===== src/rtl/ir_issue_ctrl.sv =====
// Issue sequencer between the RV32 decoder and execute: per-register write
// scoreboard, RAW/WAW-overflow stalls, branch serialisation, one issue slot.
module ir_issue_ctrl #(
  parameter int PW    = 64,
  parameter int CNT_W = 2
) (
  input  logic          clk,
  input  logic          rst_n,
  input  logic          dec_valid,
  output logic          dec_ready,
  input  logic [4:0]    dec_rs1,
  input  logic [4:0]    dec_rs2,
  input  logic [4:0]    dec_rd,
  input  logic          dec_use_rs1,
  input  logic          dec_use_rs2,
  input  logic          dec_w,
  input  logic          dec_bj,
  input  logic [PW-1:0] dec_payload,
  output logic          iss_valid,
  input  logic          iss_ready,
  output logic [PW-1:0] iss_payload,
  input  logic          wb_valid,
  input  logic [4:0]    wb_rd,
  input  logic          br_done,
  output logic [31:0]   sb_busy,
  output logic          sb_err
);

  typedef enum logic [0:0] {
    ST_RUN     = 1'b0,
    ST_BR_WAIT = 1'b1
  } state_t;

  localparam logic [CNT_W-1:0] CNT_ZERO = '0;
  localparam logic [CNT_W-1:0] CNT_MAX  = '1;
  localparam logic [CNT_W-1:0] CNT_ONE  = CNT_W'(1);

  state_t           r_state;
  logic             r_iss_valid;
  logic [PW-1:0]    r_iss_payload;
  logic             r_sb_err;
  logic [CNT_W-1:0] r_cnt [32];

  logic        w_raw1;
  logic        w_raw2;
  logic        w_waw;
  logic        w_slot_free;
  logic        w_ready;
  logic        w_accept;
  logic        w_consume;
  logic        w_inc_en;
  logic        w_dec_en;
  logic        w_wb_err;
  logic [31:0] w_inc_vec;
  logic [31:0] w_dec_vec;
  logic [31:0] w_busy;

  // Hazard detection looks only at registered counters: a same-cycle
  // writeback does not release a dependent instruction.
  always_comb begin
    w_raw1      = dec_use_rs1 & (dec_rs1 != 5'd0) & (r_cnt[dec_rs1] != CNT_ZERO);
    w_raw2      = dec_use_rs2 & (dec_rs2 != 5'd0) & (r_cnt[dec_rs2] != CNT_ZERO);
    w_waw       = dec_w & (dec_rd != 5'd0) & (r_cnt[dec_rd] == CNT_MAX);
    w_slot_free = ~r_iss_valid | iss_ready;
    w_ready     = rst_n & (r_state == ST_RUN) & w_slot_free & ~w_raw1 & ~w_raw2 & ~w_waw;
    w_accept    = dec_valid & w_ready;
    w_consume   = r_iss_valid & iss_ready;
    w_inc_en    = w_accept & dec_w & (dec_rd != 5'd0);
    w_dec_en    = wb_valid & (wb_rd != 5'd0);
    w_wb_err    = w_dec_en & (r_cnt[wb_rd] == CNT_ZERO) & ~(w_inc_en & (dec_rd == wb_rd));
  end

  // One-hot increment/decrement requests per architectural register.
  always_comb begin
    w_inc_vec = 32'd0;
    w_dec_vec = 32'd0;
    if (w_inc_en) begin
      w_inc_vec = 32'd1 << dec_rd;
    end else begin
      w_inc_vec = 32'd0;
    end
    if (w_dec_en) begin
      w_dec_vec = 32'd1 << wb_rd;
    end else begin
      w_dec_vec = 32'd0;
    end
  end

  // Pending-write counters; a simultaneous inc and dec on one register cancel.
  always_ff @(posedge clk or negedge rst_n) begin
    if (!rst_n) begin
      for (int i = 0; i < 32; i++) begin
        r_cnt[i] <= CNT_ZERO;
      end
    end else begin
      for (int i = 0; i < 32; i++) begin
        if (w_inc_vec[i] && !w_dec_vec[i]) begin
          r_cnt[i] <= r_cnt[i] + CNT_ONE;
        end else if (w_dec_vec[i] && !w_inc_vec[i] && (r_cnt[i] != CNT_ZERO)) begin
          r_cnt[i] <= r_cnt[i] - CNT_ONE;
        end else begin
          r_cnt[i] <= r_cnt[i];
        end
      end
    end
  end

  // Control-flow FSM together with the issue slot and sticky error flag.
  always_ff @(posedge clk or negedge rst_n) begin
    if (!rst_n) begin
      r_state       <= ST_RUN;
      r_iss_valid   <= 1'b0;
      r_iss_payload <= '0;
      r_sb_err      <= 1'b0;
    end else begin
      case (r_state)
        ST_RUN: begin
          if (w_accept && dec_bj) begin
            r_state <= ST_BR_WAIT;
          end else begin
            r_state <= ST_RUN;
          end
        end
        ST_BR_WAIT: begin
          if (br_done) begin
            r_state <= ST_RUN;
          end else begin
            r_state <= ST_BR_WAIT;
          end
        end
        default: begin
          r_state <= ST_RUN;
        end
      endcase

      if (w_accept) begin
        r_iss_valid   <= 1'b1;
        r_iss_payload <= dec_payload;
      end else if (w_consume) begin
        r_iss_valid   <= 1'b0;
        r_iss_payload <= r_iss_payload;
      end else begin
        r_iss_valid   <= r_iss_valid;
        r_iss_payload <= r_iss_payload;
      end

      if (w_wb_err) begin
        r_sb_err <= 1'b1;
      end else begin
        r_sb_err <= r_sb_err;
      end
    end
  end

  // Busy view of the scoreboard; x0 is never tracked.
  always_comb begin
    w_busy = 32'd0;
    for (int i = 1; i < 32; i++) begin
      w_busy[i] = (r_cnt[i] != CNT_ZERO);
    end
  end

  assign dec_ready   = w_ready;
  assign iss_valid   = r_iss_valid;
  assign iss_payload = r_iss_payload;
  assign sb_busy     = w_busy;
  assign sb_err      = r_sb_err;

endmodule


===== config.mk =====
export PLATFORM = sky130hd
export DESIGN_NAME = ir_issue_ctrl
export DESIGN_NICKNAME = d
export VERILOG_FILES = /design/src/rtl/ir_issue_ctrl.sv
export SDC_FILE = /design/constraint.sdc
export NUM_CORES = 1
export LEC_CHECK = 0
export BUFFER_PORTS_ARGS = -buffer_cell sky130_fd_sc_hd__buf_2
export CAP_MARGIN = 10
export CORE_MARGIN = 4
export CORE_UTILIZATION = 56
export DETAILED_ROUTE_END_ITERATION = 10
export PLACE_DENSITY_LB_ADDON = 0.15
export RECOVER_POWER = 25
export SLEW_MARGIN = 15
export SYNTH_ARGS = -nofsm -noshare
export SYNTH_HDL_FRONTEND = slang
export SYNTH_SLANG_ARGS = --single-unit

===== constraint.sdc =====
create_clock -name clk -period 3.9 [get_ports clk]
set_input_delay 0.78 -clock clk [delete_from_list [all_inputs] [get_ports clk]]
set_output_delay 0.78 -clock clk [all_outputs]
set_load 0.01 [all_outputs]

==> impl_metrics.csv <==
group,metric,value,unit
run_status,status,"complete, but fails checks",
run_status,violations,"max-capacitance violations, max-slew violations",
sta,rsz0062_at_grt,"false",
sta,fin_worst_skew,0.01515,ns
setup_path,critPathRequiredTime,3.12,ns
setup_path,worst-path-buf-inv,1,
clock_network,cts_sinks,131,
job,drv_cap,1,
setup_path,max_stage_delay,0.52,ns
setup_path,cp_data_arrival_time,3.00,ns
global_route,overflow,0,
sta,finalSetupViolCount,0,
clock_network,clk_path_buf_depth,2,
cells_and_area,area_growth,21.58,%
pwr,pwr_density_cell,426.3,nW/um^2
pwr,leakage,5.093,nW
setup_path,worst-r2r-setup-slack,0.60,ns
synth,ys_seq_area_share,37.39,%
setup_path,crit_family,"simple AND/OR/NAND/NOR gates",
synth,synthTopCellsByCount,"dfrtp_1, nand2_1, nand3_1",
synth,synth_top_family_by_area,"simple AND/OR/NAND/NOR gates",
route,drt_iter0_drc,1207,
setup_path,cp-end-kind,"output port",
clock_network,cts.htree.levels,4,
floorplanning,die_w,133.1,um
clock_network,cts_root_buffer,"clkbuf_16",
route,routed_wl,28110,um
synth,ys_warn_count,0,
synth,synth_compound_area_share,10.06,%
synth,postSynthAreaPerCell,8.707,um^2
sta,hold_viol_final,0,
global_route,grt_use_met1,43.10,%
cells_and_area,drive_above_1_share,27.05,%
floorplanning,pin_count,193,
global_route,met3_usage,6.911,%
clock_network,post_cts_buffers,0,
sta,final.period_utilization,96.98,%
route,route.detailed.drc,0,
synth,synthesis.nets,1101,
synth,synth_ff_type,"dfrtp_1",
pwr,total_power,4.544,mW
global_route,grtUsageMet2,48.11,%
synth,synth_edf_count,0,
setup_path,cp_slowest_cell,"or4_4",
setup_path,critPathKind,"reg2out",
route,drtPass1Iterations,6,
global_route,top_usage_layer,"met2",
sta,relSlewSlack,-97.88,%
place,place_hpwl,20070,um
synth,synth_simple_gate_area_share,31.62,%
global_route,grt_pass1_wl,44070,um
clock_network,clock_latency,0.43,ns
synth,async_reset_ff_share,100.0,%
setup_path,start_kind,"register",
min_path,hold_path.class,"reg2reg",
floorplanning,core-area,15260,um^2
synth,muxShareOfSynthArea,15.28,%
setup_path,worst-path-max-fanout,8,
sta,tns,0,ns
sta,fmax,264.4,MHz
cells_and_area,fin_nets,1286,
synth,netlist.area_leader.share,37.39,%
global_route,grt_antenna_before_repair,0,
route,vias,8934,
route,via_per_inst,6.309,
sta,fin_crit,3.782,ns
global_route,grt_pass1_vias,8129,
floorplanning,die_y,133.1,um
clock_network,cts_tree,"built",
place,globalplace.congestion,1.003,
setup_path,worstPathCellList,"nor2_1 > mux4_2 > nor2_1 > or4_4 > a211oi_4 > nor3b_2 > buf_2",
pwr,ir_drop,0.3263,mV
synth,synth-seq-cells,131,
clock_network,cts_buffers,17,
place,port_buffers,191,
route,drt-wirelength-per-cell,19.85,um
sta,worst_pin_slew,2.968,ns
global_route,grt_usage,31.25,%
floorplanning,initial_core_util,57.47,%
synth,synth-adder-area-share,0,%
route,ant_nets,0,
setup_path,path_common_cell,"nor2_1",
cells_and_area,antenna_cells,0,
synth,synth_top_area_cell,"dfrtp_1",
floorplanning,rows,45,
synth,synthXorXnorAreaFrac,0.4994,%
global_route,grt_max_degree,142,
synth,synth_area_leaders,"dfrtp_1, nand3_1, mux4_2, nand2_1, nor2_1",
synth,ys_types,55,
floorplanning,fp.dieArea,17720,um^2
synth,syn_inst,1007,
synth,syn_area,8768,um^2
clock_network,clk_pin_slew,0.06,ns
sta,slew_viol_final,132,
==> what timing repair did <==
item                       CTS  global route
hold buffers                 0             0
resized for setup            0             1
setup endpoints to repair    0             1
==> kinds of logic (layout without fill, tap and decap cells) <==
kind of cell / after synthesis / in the layout
simple gates: 554 / 554
flops: 131 / 131
compound gates: 121 / 121
buf+inv: 108 / 306
mux: 87 / 87
xor+xnor: 5 / 5
other cells: 1 / 1
==> through the flow <==
step / setup slack, ns / area, um^2 / utilization [%] / std cells / hold slack (ns)
4_1_cts: 0.05404 / 10670 / 69.93 / 1416 / 0.4294
3_5_place_dp: 0.1445 / 10090 / 66.11 / 1384 / 0.4135
3_3_place_gp: 0.1425 / 10090 / 66.11 / 1384 / 0.4318
2_1_floorplan: 0.2502 / 8768 / - / 1007 / 0.4515
5_1_grt: 0.07234 / 10660 / 69.86 / 1416 / 0.4427
6_report: 0.1177 / 10660 / 69.86 / 1416 / 0.4368
==> path summary, 6_finish.rpt <==
kind / from / endpoint / cells past startpoint
max in group asynchronous: rst_n / r_cnt[15]$_DFFE_PN0P_ / 2
setup reg to reg: r_cnt[36]$_DFFE_PN0P_ / iss_payload[37]$_DFFE_PN0N_ / 8
min in group asynchronous: rst_n / r_cnt[43]$_DFFE_PN0P_ / 2
hold reg to reg: r_cnt[63]$_DFFE_PN0P_ / r_cnt[63]$_DFFE_PN0P_ / 0
hold / removal: r_cnt[63]$_DFFE_PN0P_ / r_cnt[63]$_DFFE_PN0P_ / 0
setup / recovery: r_cnt[36]$_DFFE_PN0P_ / dec_ready / 7
==> layout by cell type (no fill, tap or decap), types with 3 or more instances in the layout <==
master	n
xnor2_1	4
nand3b_1	39
a21oi_1	11
nor2b_1	9
mux2_4	27
nor3b_1	9
clkbuf_16	17
mux2_1	37
a211oi_1	5
nand2b_1	9
o211ai_1	3
clkinvlp_4	4
dfrtp_1	131
and3_1	9
mux4_2	23
nand3_1	119
inv_6	6
buf_12	3
o22ai_1	3
buf_2	191
buf_4	42
nor3_1	20
o21ai_0	36
nor2_1	112
nor4_1	24
a32o_1	7
a22o_1	25
inv_1	37
nand2_1	131
o2111ai_1	14
nand4_1	49
and2_1	10
==> metal layers <==
layer	routed length (um)	share of wire, %	vias up
met5	0	0	-
met1	11420	41	4235
li1	-	-	4052
met4	994	3.5	0
met2	12680	45	560
met3	3011	11	87
==> flip-flops by register name, indices dropped and copies added, names as in the netlist <==
name and flops:
r_cnt 64, iss_valid 1, sb_err 1, r_state 1
iss_payload 64
==> area by class of cell <==
type | count | area (um^2)
Clock buffer | 18 | 439.2
Clock inverter | 14 | 143.9
Sequential cell | 131 | 3278
Inverter | 37 | 138.9
Timing Repair Buffer | 237 | 1343
Multi-Input combinational cell | 768 | 5054
Fill cell | 1221 | 4598
Tap cell | 211 | 264.0
==> power by group <==
part / leakage (nW) / internal (mW) / switching, mW
clock network: 0.275 / 0.914 / 0.682
logic: 3.14 / 0.549 / 0.640
registers: 1.68 / 1.59 / 0.167
total: 5.09 / 3.05 / 1.49
No activity file was read; power rests on OpenSTA's default activity.
